===== config.mk =====
export PLATFORM = sky130hd
export DESIGN_NAME = imm_gen_pipe
export DESIGN_NICKNAME = d
export VERILOG_FILES = /design/src/rtl/imm_gen_pipe_pkg.sv /design/src/rtl/imm_extract.sv /design/src/rtl/imm_gen_pipe.sv
export SDC_FILE = /design/constraint.sdc
export NUM_CORES = 1
export LEC_CHECK = 0
export CORE_ASPECT_RATIO = 0.75
export CORE_MARGIN = 2
export CORE_UTILIZATION = 57
export CTS_BUF_LIST = sky130_fd_sc_hd__clkbuf_4 sky130_fd_sc_hd__clkbuf_8 sky130_fd_sc_hd__clkbuf_16
export DETAILED_ROUTE_END_ITERATION = 8
export DONT_BUFFER_PORTS = 1
export PLACE_DENSITY = 0.75
export SYNTH_ARGS = -nofsm -noshare
export SYNTH_HDL_FRONTEND = slang
export SYNTH_SLANG_ARGS = --single-unit

===== constraint.sdc =====
create_clock -name clk -period 1.5 [get_ports clk]
set_input_delay 0.075 -clock clk [delete_from_list [all_inputs] [get_ports clk]]
set_output_delay 0.075 -clock clk [all_outputs]
set_load 0.05 [all_outputs]

===== src/rtl/imm_gen_pipe_pkg.sv =====
// Shared widths and immediate format codes for the immediate generator pipeline.
// XLEN is legal only at 32 or 64; SH-format legality depends on it.
package imm_gen_pipe_pkg;

  localparam int unsigned INSTR_W    = 32;
  localparam int unsigned IMM_TYPE_W = 3;

  typedef enum logic [IMM_TYPE_W-1:0] {
    IMM_NONE = 3'd0,
    IMM_I    = 3'd1,
    IMM_S    = 3'd2,
    IMM_B    = 3'd3,
    IMM_U    = 3'd4,
    IMM_J    = 3'd5,
    IMM_Z    = 3'd6,
    IMM_SH   = 3'd7
  } imm_type_e;

endpackage


===== src/rtl/imm_extract.sv =====
// Combinational immediate decode: instruction + format code -> XLEN immediate and illegal flag.
module imm_extract
  import imm_gen_pipe_pkg::*;
#(
  parameter int unsigned XLEN = 32
) (
  input  logic [INSTR_W-1:0]    instr,
  input  logic [IMM_TYPE_W-1:0] imm_type,
  output logic [XLEN-1:0]       imm_c,
  output logic                  illegal_c
);

  // Every format is first built as a 32-bit signed value, then widened by sign.
  logic signed [31:0] raw;
  logic               unused_opcode;

  assign unused_opcode = ^instr[6:0];

  always_comb begin
    raw       = '0;
    illegal_c = 1'b0;
    case (imm_type_e'(imm_type))
      IMM_I:  raw = {{20{instr[31]}}, instr[31:20]};
      IMM_S:  raw = {{20{instr[31]}}, instr[31:25], instr[11:7]};
      IMM_B:  raw = {{19{instr[31]}}, instr[31], instr[7], instr[30:25], instr[11:8], 1'b0};
      IMM_U:  raw = {instr[31:12], 12'b0};
      IMM_J:  raw = {{11{instr[31]}}, instr[31], instr[19:12], instr[20], instr[30:21], 1'b0};
      IMM_Z:  raw = {27'b0, instr[19:15]};
      IMM_SH: begin
        if (XLEN == 64) begin
          raw = {26'b0, instr[25:20]};
        end else begin
          raw       = {27'b0, instr[24:20]};
          illegal_c = instr[25];
        end
      end
      default: raw = '0;
    endcase
  end

  assign imm_c = XLEN'(raw);

endmodule


===== src/rtl/imm_gen_pipe.sv =====
// Decode-stage immediate generator: one-cycle pipeline with a 2-entry (main + skid) buffer
// and flush for mispredict recovery.
module imm_gen_pipe
  import imm_gen_pipe_pkg::*;
#(
  parameter int unsigned XLEN  = 32,
  parameter int unsigned TAG_W = 32
) (
  input  logic                  clk,
  input  logic                  rst,
  input  logic                  flush,
  input  logic                  in_valid,
  output logic                  in_ready,
  input  logic [INSTR_W-1:0]    in_instr,
  input  logic [IMM_TYPE_W-1:0] in_imm_type,
  input  logic [TAG_W-1:0]      in_tag,
  output logic                  out_valid,
  input  logic                  out_ready,
  output logic [XLEN-1:0]       out_imm,
  output logic [TAG_W-1:0]      out_tag,
  output logic                  out_illegal
);

  logic [XLEN-1:0]  dec_imm;
  logic             dec_illegal;

  logic             m_valid, m_valid_d, k_valid, k_valid_d;
  logic [XLEN-1:0]  m_imm, m_imm_d, k_imm, k_imm_d;
  logic [TAG_W-1:0] m_tag, m_tag_d, k_tag, k_tag_d;
  logic             m_ill, m_ill_d, k_ill, k_ill_d;
  logic             accept, consume;

  imm_extract #(.XLEN(XLEN)) u_extract (
    .instr     (in_instr),
    .imm_type  (in_imm_type),
    .imm_c     (dec_imm),
    .illegal_c (dec_illegal)
  );

  // Ready depends only on skid occupancy (and reset), never on out_ready.
  assign in_ready = !rst && !k_valid;
  assign accept   = in_valid && in_ready;
  assign consume  = m_valid && out_ready;

  always_comb begin
    m_valid_d = m_valid;
    m_imm_d   = m_imm;
    m_tag_d   = m_tag;
    m_ill_d   = m_ill;
    k_valid_d = k_valid;
    k_imm_d   = k_imm;
    k_tag_d   = k_tag;
    k_ill_d   = k_ill;
    if (flush) begin
      m_valid_d = 1'b0;
      k_valid_d = 1'b0;
    end else if (consume && k_valid) begin
      m_valid_d = 1'b1;
      m_imm_d   = k_imm;
      m_tag_d   = k_tag;
      m_ill_d   = k_ill;
      k_valid_d = 1'b0;
    end else if (accept) begin
      if (!m_valid || consume) begin
        m_valid_d = 1'b1;
        m_imm_d   = dec_imm;
        m_tag_d   = in_tag;
        m_ill_d   = dec_illegal;
      end else begin
        k_valid_d = 1'b1;
        k_imm_d   = dec_imm;
        k_tag_d   = in_tag;
        k_ill_d   = dec_illegal;
      end
    end else if (consume) begin
      m_valid_d = 1'b0;
    end
  end

  always_ff @(posedge clk) begin
    if (rst) begin
      m_valid <= 1'b0;
      m_imm   <= '0;
      m_tag   <= '0;
      m_ill   <= 1'b0;
      k_valid <= 1'b0;
      k_imm   <= '0;
      k_tag   <= '0;
      k_ill   <= 1'b0;
    end else begin
      m_valid <= m_valid_d;
      m_imm   <= m_imm_d;
      m_tag   <= m_tag_d;
      m_ill   <= m_ill_d;
      k_valid <= k_valid_d;
      k_imm   <= k_imm_d;
      k_tag   <= k_tag_d;
      k_ill   <= k_ill_d;
    end
  end

  assign out_valid   = m_valid;
  assign out_imm     = m_imm;
  assign out_tag     = m_tag;
  assign out_illegal = m_ill;

endmodule


## Word level (Yosys, flattened, before mapping)

Cells that the tools add are included.

| storage, ports and cells | value |
|---|---|
| memories kept | 0 |
| bits in registers | 132 |
| output and inout bits | 67 |
| input bits | 72 |
| memory bits (read-only) | 0 |
| latch bits | 0 |
| word-level logic and storage cells | 51 |
| RAM bits | 0 |

| operators by class | value |
|---|---|
| multiplexer cells | 15 |
| multiply operators | 0 |
| order comparisons | 0 |
| shift-type cells | 0 |
| reduce and logical (&&, ||, !) cells | 17 |
| bitwise gates (word level) | 3 |
| divide/modulo/power cells | 0 |
| equal/unequal tests | 8 |
| add/subtract/negate cells | 0 |

Operators with widths:

| operator | number |
|---|---|
| case mux 32 bit (7 select lines) | 1 |
| two-way mux 32 bit | 6 |
| equality test 3 bit, second input constant | 4 |
| two-way mux 1 bit | 8 |
| equality test 3 x 2 -> 1 bit, second input constant | 2 |
| logical AND 1 bit | 4 |
| AND reduction 2 bit | 2 |
| AND reduction 4 bit | 1 |
| nonzero test 2 bit | 2 |
| equality test 3 x 1 -> 1 bit, second input constant | 1 |
| logical NOT 1 bit | 3 |
| inequality test 3 x 1 -> 1 bit, second input constant | 1 |
| NOT 1 bit | 3 |
| AND reduction 3 bit | 1 |
| nonzero test 3 bit | 1 |
| OR reduction 3 bit | 1 |
| OR reduction 2 bit | 1 |
| logical OR 1 bit | 1 |

## Longest topological paths before layout

| depth | value |
|---|---|
| word-level depth | 5 |
| mapped depth | 7 |
| depth with buffers taken out | 4 |

## By module

A second synthesis with hierarchy kept.

| second synthesis, totals | value |
|---|---|
| cells, all modules | 667 |
| area total of the unflattened synthesis | 5686.7 sq um |

Modules (own cells, without submodules):

| module | area each (sq um) | cells each | times used |
|---|---|---|---|
| imm_gen_pipe | 5180.0 | 587 | 1 |
| imm_extract | 506.7 | 80 | 1 |

## Worst setup path before layout

OpenSTA, ideal clock, no wires.

| timing | value |
|---|---|
| path type | reg-to-reg |
| start point | register m_valid, in the netlist out_valid |
| end point | register m_tag[10], in the netlist out_tag[10] |
| cell stages (with the launch flop) | 8 |
| arrival | 1.739 ns |
| slack | -0.330 ns |
| period minus slack after synthesis | 1.830 ns |
| path buffers | 3 |
| cells stage by stage | dfxtp_1 buf_2 and2_4 o221a_2 buf_2 buf_4 nor2_1 a311oi_1 |

| on the way | value |
|---|---|
| longest elaborated chain between the ends | 4 |

Ends and longest elaborated chain:

| element | line | text |
|---|---|---|
| start: declaration | imm_gen_pipe.sv:27 | `logic m_valid, m_valid_d, k_valid, k_valid_d;` |
| start signal: assignment | imm_gen_pipe.sv:91 | `m_valid <= m_valid_d;` |
| logical AND 1 bit / logical NOT 1 bit (equally long branches) | imm_gen_pipe.sv:43, imm_gen_pipe.sv:64 |  |
| logical AND 1 bit / logical OR 1 bit (equally long branches) | imm_gen_pipe.sv:57, imm_gen_pipe.sv:64 |  |
| nonzero test 2 bit (no line) | -- |  |
| AND reduction 3 bit (no line) | -- |  |
| end signal: assignment | imm_gen_pipe.sv:93 | `m_tag <= m_tag_d;` |
| end: declaration | imm_gen_pipe.sv:29 | `logic [TAG_W-1:0] m_tag, m_tag_d, k_tag, k_tag_d;` |

Parallel ways exist; a longest one is shown, timed or not.
A chain may end at the register's enable or synchronous reset.

## Worst setup path after layout

| timing | value |
|---|---|
| start point | register k_valid |
| end point | register m_imm[25], in the netlist out_imm[25] |

| on the way | value |
|---|---|
| longest elaborated chain between the ends | 5 |

Ends and longest elaborated chain:

| element | line | text |
|---|---|---|
| start: declaration | imm_gen_pipe.sv:27 |  |
| start signal: assignment | imm_gen_pipe.sv:95 | `k_valid <= k_valid_d;` |
| logical NOT 1 bit | imm_gen_pipe.sv:41 | `assign in_ready = !rst && !k_valid;` |
| logical AND 1 bit | imm_gen_pipe.sv:41 |  |
| logical AND 1 bit | imm_gen_pipe.sv:42 | `assign accept = in_valid && in_ready;` |
| nonzero test 2 bit (no line) | -- |  |
| AND reduction 3 bit (no line) | -- |  |
| end signal: assignment | imm_gen_pipe.sv:92 | `m_imm <= m_imm_d;` |
| end: declaration | imm_gen_pipe.sv:28 | `logic [XLEN-1:0] m_imm, m_imm_d, k_imm, k_imm_d;` |

Parallel ways exist; a longest one is shown, timed or not.

==> impl_results.md <==
- Status: finished, violations left
- Failing checks: negative hold slack
- DRC errors left: 0
- Register area: 2650 sq um
- Hold Path Sink: k_imm[8]$_SDFFE_PP0P_
- Buf/Inv on CP: 2
- Largest cells by area after synthesis: dfxtp_1, nand2_1, nor2_1, a311oi_1, a21oi_1
- Most used DFF post-synth: dfxtp_1
- RSZ-0062 raised after global routing: true
- Syn nets: 793
- Ys async rst share: 0%
- Skew final: 4.67 ps
- Hold path startpoint: rst
- Worst-Skew Late Latency: roughly 420 ps
- Final Util: between 70% and 80%
- Leakage: ~2.8 nW
- Routed len/inst: between 15 and 20 um
- CTS tree: built
- Critical path fanouts, max: 11
- Synthesized flop and latch total: 132
- CTS root buf: clkbuf_16
- IO Count: 139
- Drt initial violations: 543
- Multi-input gate area: 2860 sq um
- Std-Cell Rows: 31
- Synth top area share: 46.0%
- Dpl hpwl: 10.0 mm
- Via/cell ratio: 6.09
- Clock sink count: 132
- Vias in the first global route: 5258
- Sequential-to-total area share from yosys stat: 46.0%
- Router iterations before antenna repair: 6
- Least-Margin Pin Slew: 429 ps
- Data required time of the worst path: 1800 ps
- Leading area contributor after synthesis: dfxtp_1
- Most frequent cells in the layout: nand2_1, dfxtp_1, nor2_1, buf_4, a21oi_1
- Final ANT Viol Nets: 0
- Vias: 5606
- Worst R2R Setup Slack: ~3.7 ps
- YS warnings: 0
- Total power: slightly below 9 mW
- Peak VDD IR: between 800 and 900 uV
- Area grow syn2layout: 26.0%
- FF-to-FF End: out_imm[25]$_SDFFE_PP0P_
- Slew Limit Headroom: between 70% and 80%
- Post-CTS Hold Fix Bufs: 4
- Final Setup Violations: 0
- Die X: 120 um
- Worst-path clk slew: 60 ps
- R2R cell count: 5
- FF-to-FF Start: k_valid$_SDFFE_PP0P_
- CP Launch Point: k_valid$_SDFFE_PP0P_
- Commonest non-fill, non-tap cell in the layout: nand2_1
- # fillers: between 700 and 800
- Type of element launching the critical path: flip-flop
- Top Family by Delay on Critical Path: flip-flops
- Initial Utilization: between 50 and 60%
- CP Capture Type: flip-flop
- Buffers added on ports: 0
- Total Nets Final: 847
- Initial antenna violation count: 0
- Synthesized area per cell: 7.97 sq um
- Max Fclk: 668 MHz
- Core region area: 9740 sq um
- Worst-path cell chain: buf_4 > and3_2 > buf_6 > nor2_1 > o41ai_1
- Die Y: between 90 and 100 um
- EDFF count, synth: 0
- Worst path max stage delay: 380 ps
- GRT Total Usage: 29.1%
- Htree depth: 4
- Critical Path AT: 1790 ps
- Total Die Area: 10900 sq um
- Hold path depth: 1
- Syn Inst Count: 721
- Hold Path Class: in -> reg
- Hold WS: -277 ps
- Number of antenna diodes: 0
- Largest net degree at the start of global routing: 131
- Congestion Overflow GR: 0
- CP max stage cell: dfxtp_4
- Cell variety after synth: 46
- Slew Limit Fails: 0
- Max_cap viols: 0
- CTS Buf Count: 17
- Crit path time final: between 1000 and 1500 ps
- Gpl congestion: about 0.9
- Final Hold Vio Count: 122
- Layout cells sized above 1: roughly a fifth
- DRT Wirelength: 16.2 mm
- Setup CP Type: reg -> reg
- First-pass GRT wire length: 25.5 mm
- Synthesized cell area: around 5700 sq um
- Final period util: 99.8%
- PwrDens: about 1200 nW/um^2
- Clock Path Buffers: 2
[repair_timing]
| item | in CTS | in global routing |
|---|---|---|
| setup endpoints to repair | 21 | 84 |
| hold endpoints to repair | 126 | 124 |
| pin swaps | 1 | 8 |
| setup buffers | 0 | 1 |
| cloned | 0 | 2 |
| resized for setup | 2 | 25 |
[per-layer routing]
metal  vias up  global-route usage (%)  wire length, um
met4         0                    12.5              445
met5         -                       0                0
li1       2629                       -                -
met1      2651                    38.3             6800
met2       285                    44.7             7460
met3        41                    8.29             1480
[Yosys cell counts (11+ instances only)]
library cell,count
nand2_1,153
dfxtp_1,132
nor2_1,102
a21oi_1,49
nor3_1,36
a311oi_1,33
nand3_1,30
clkbuf_1,28
buf_2,20
o21ai_0,12
buf_4,11
[report_power, final]
group | total [mW] | internal, mW | switching, mW
combinational | 0.892 | 0.305 | 0.587
clock | 4.29 | 2.74 | 1.55
sequential | 3.65 | 3.59 | 0.0523
[final cells by class]
class / count / area share (%)
clock buffers: 20 / 6.45
well taps: 132 / 2.28
multi-input cells: 517 / 39.5
inverters: 5 / 0.259
repair buffers: 102 / 12.8
clock inverters: 12 / 2.11
flip-flops and latches: 132 / 36.6
[how the worst max path moves through the flow]
stage	to	depth (start not counted)	slack (ps)
4_1_cts	out_tag[17]$_SDFFE_PP0P_	5	4
3_3_place_gp	k_imm[1]$_SDFFE_PP0P_	5	70
3_5_place_dp	out_tag[17]$_SDFFE_PP0P_	5	-20
5_1_grt	out_imm[25]$_SDFFE_PP0P_	5	-30
6_report	out_imm[25]$_SDFFE_PP0P_	5	4
2_1_floorplan	out_imm[31]$_SDFFE_PP0P_	6	-6
[stage by stage]
stage / setup slack (ps) / area [sq um] / setup TNS, ps / instances
3_3_place_gp: 71.0 / 6400 / 0 / 881
2_1_floorplan: -6.37 / 5770 / -145 / 721
3_5_place_dp: -24.8 / 6400 / -109 / 881
5_1_grt: -30.0 / 7240 / -147 / 920
4_1_cts: 3.87 / 7070 / 0 / 917
6_report: 3.68 / 7240 / 0 / 920
[cells by family (layout without fill, tap and decap cells)]
logic type      count (synthesis)  in the layout  synth area share (%)
compound gates                150            150                  18.9
buf+inv                        72            139                  6.27
flops                         132            132                  46.0
mux                            10             10                  1.76
simple gates                  357            357                  27.0
[sequential cells by signal (all words and copies together), names as in the netlist]
register and count:
k_valid 1, out_illegal 1, k_imm 32, out_valid 1, out_imm 32, k_ill 1, k_tag 32, out_tag 32
Note: power is estimated with default switching activity, not from simulation.
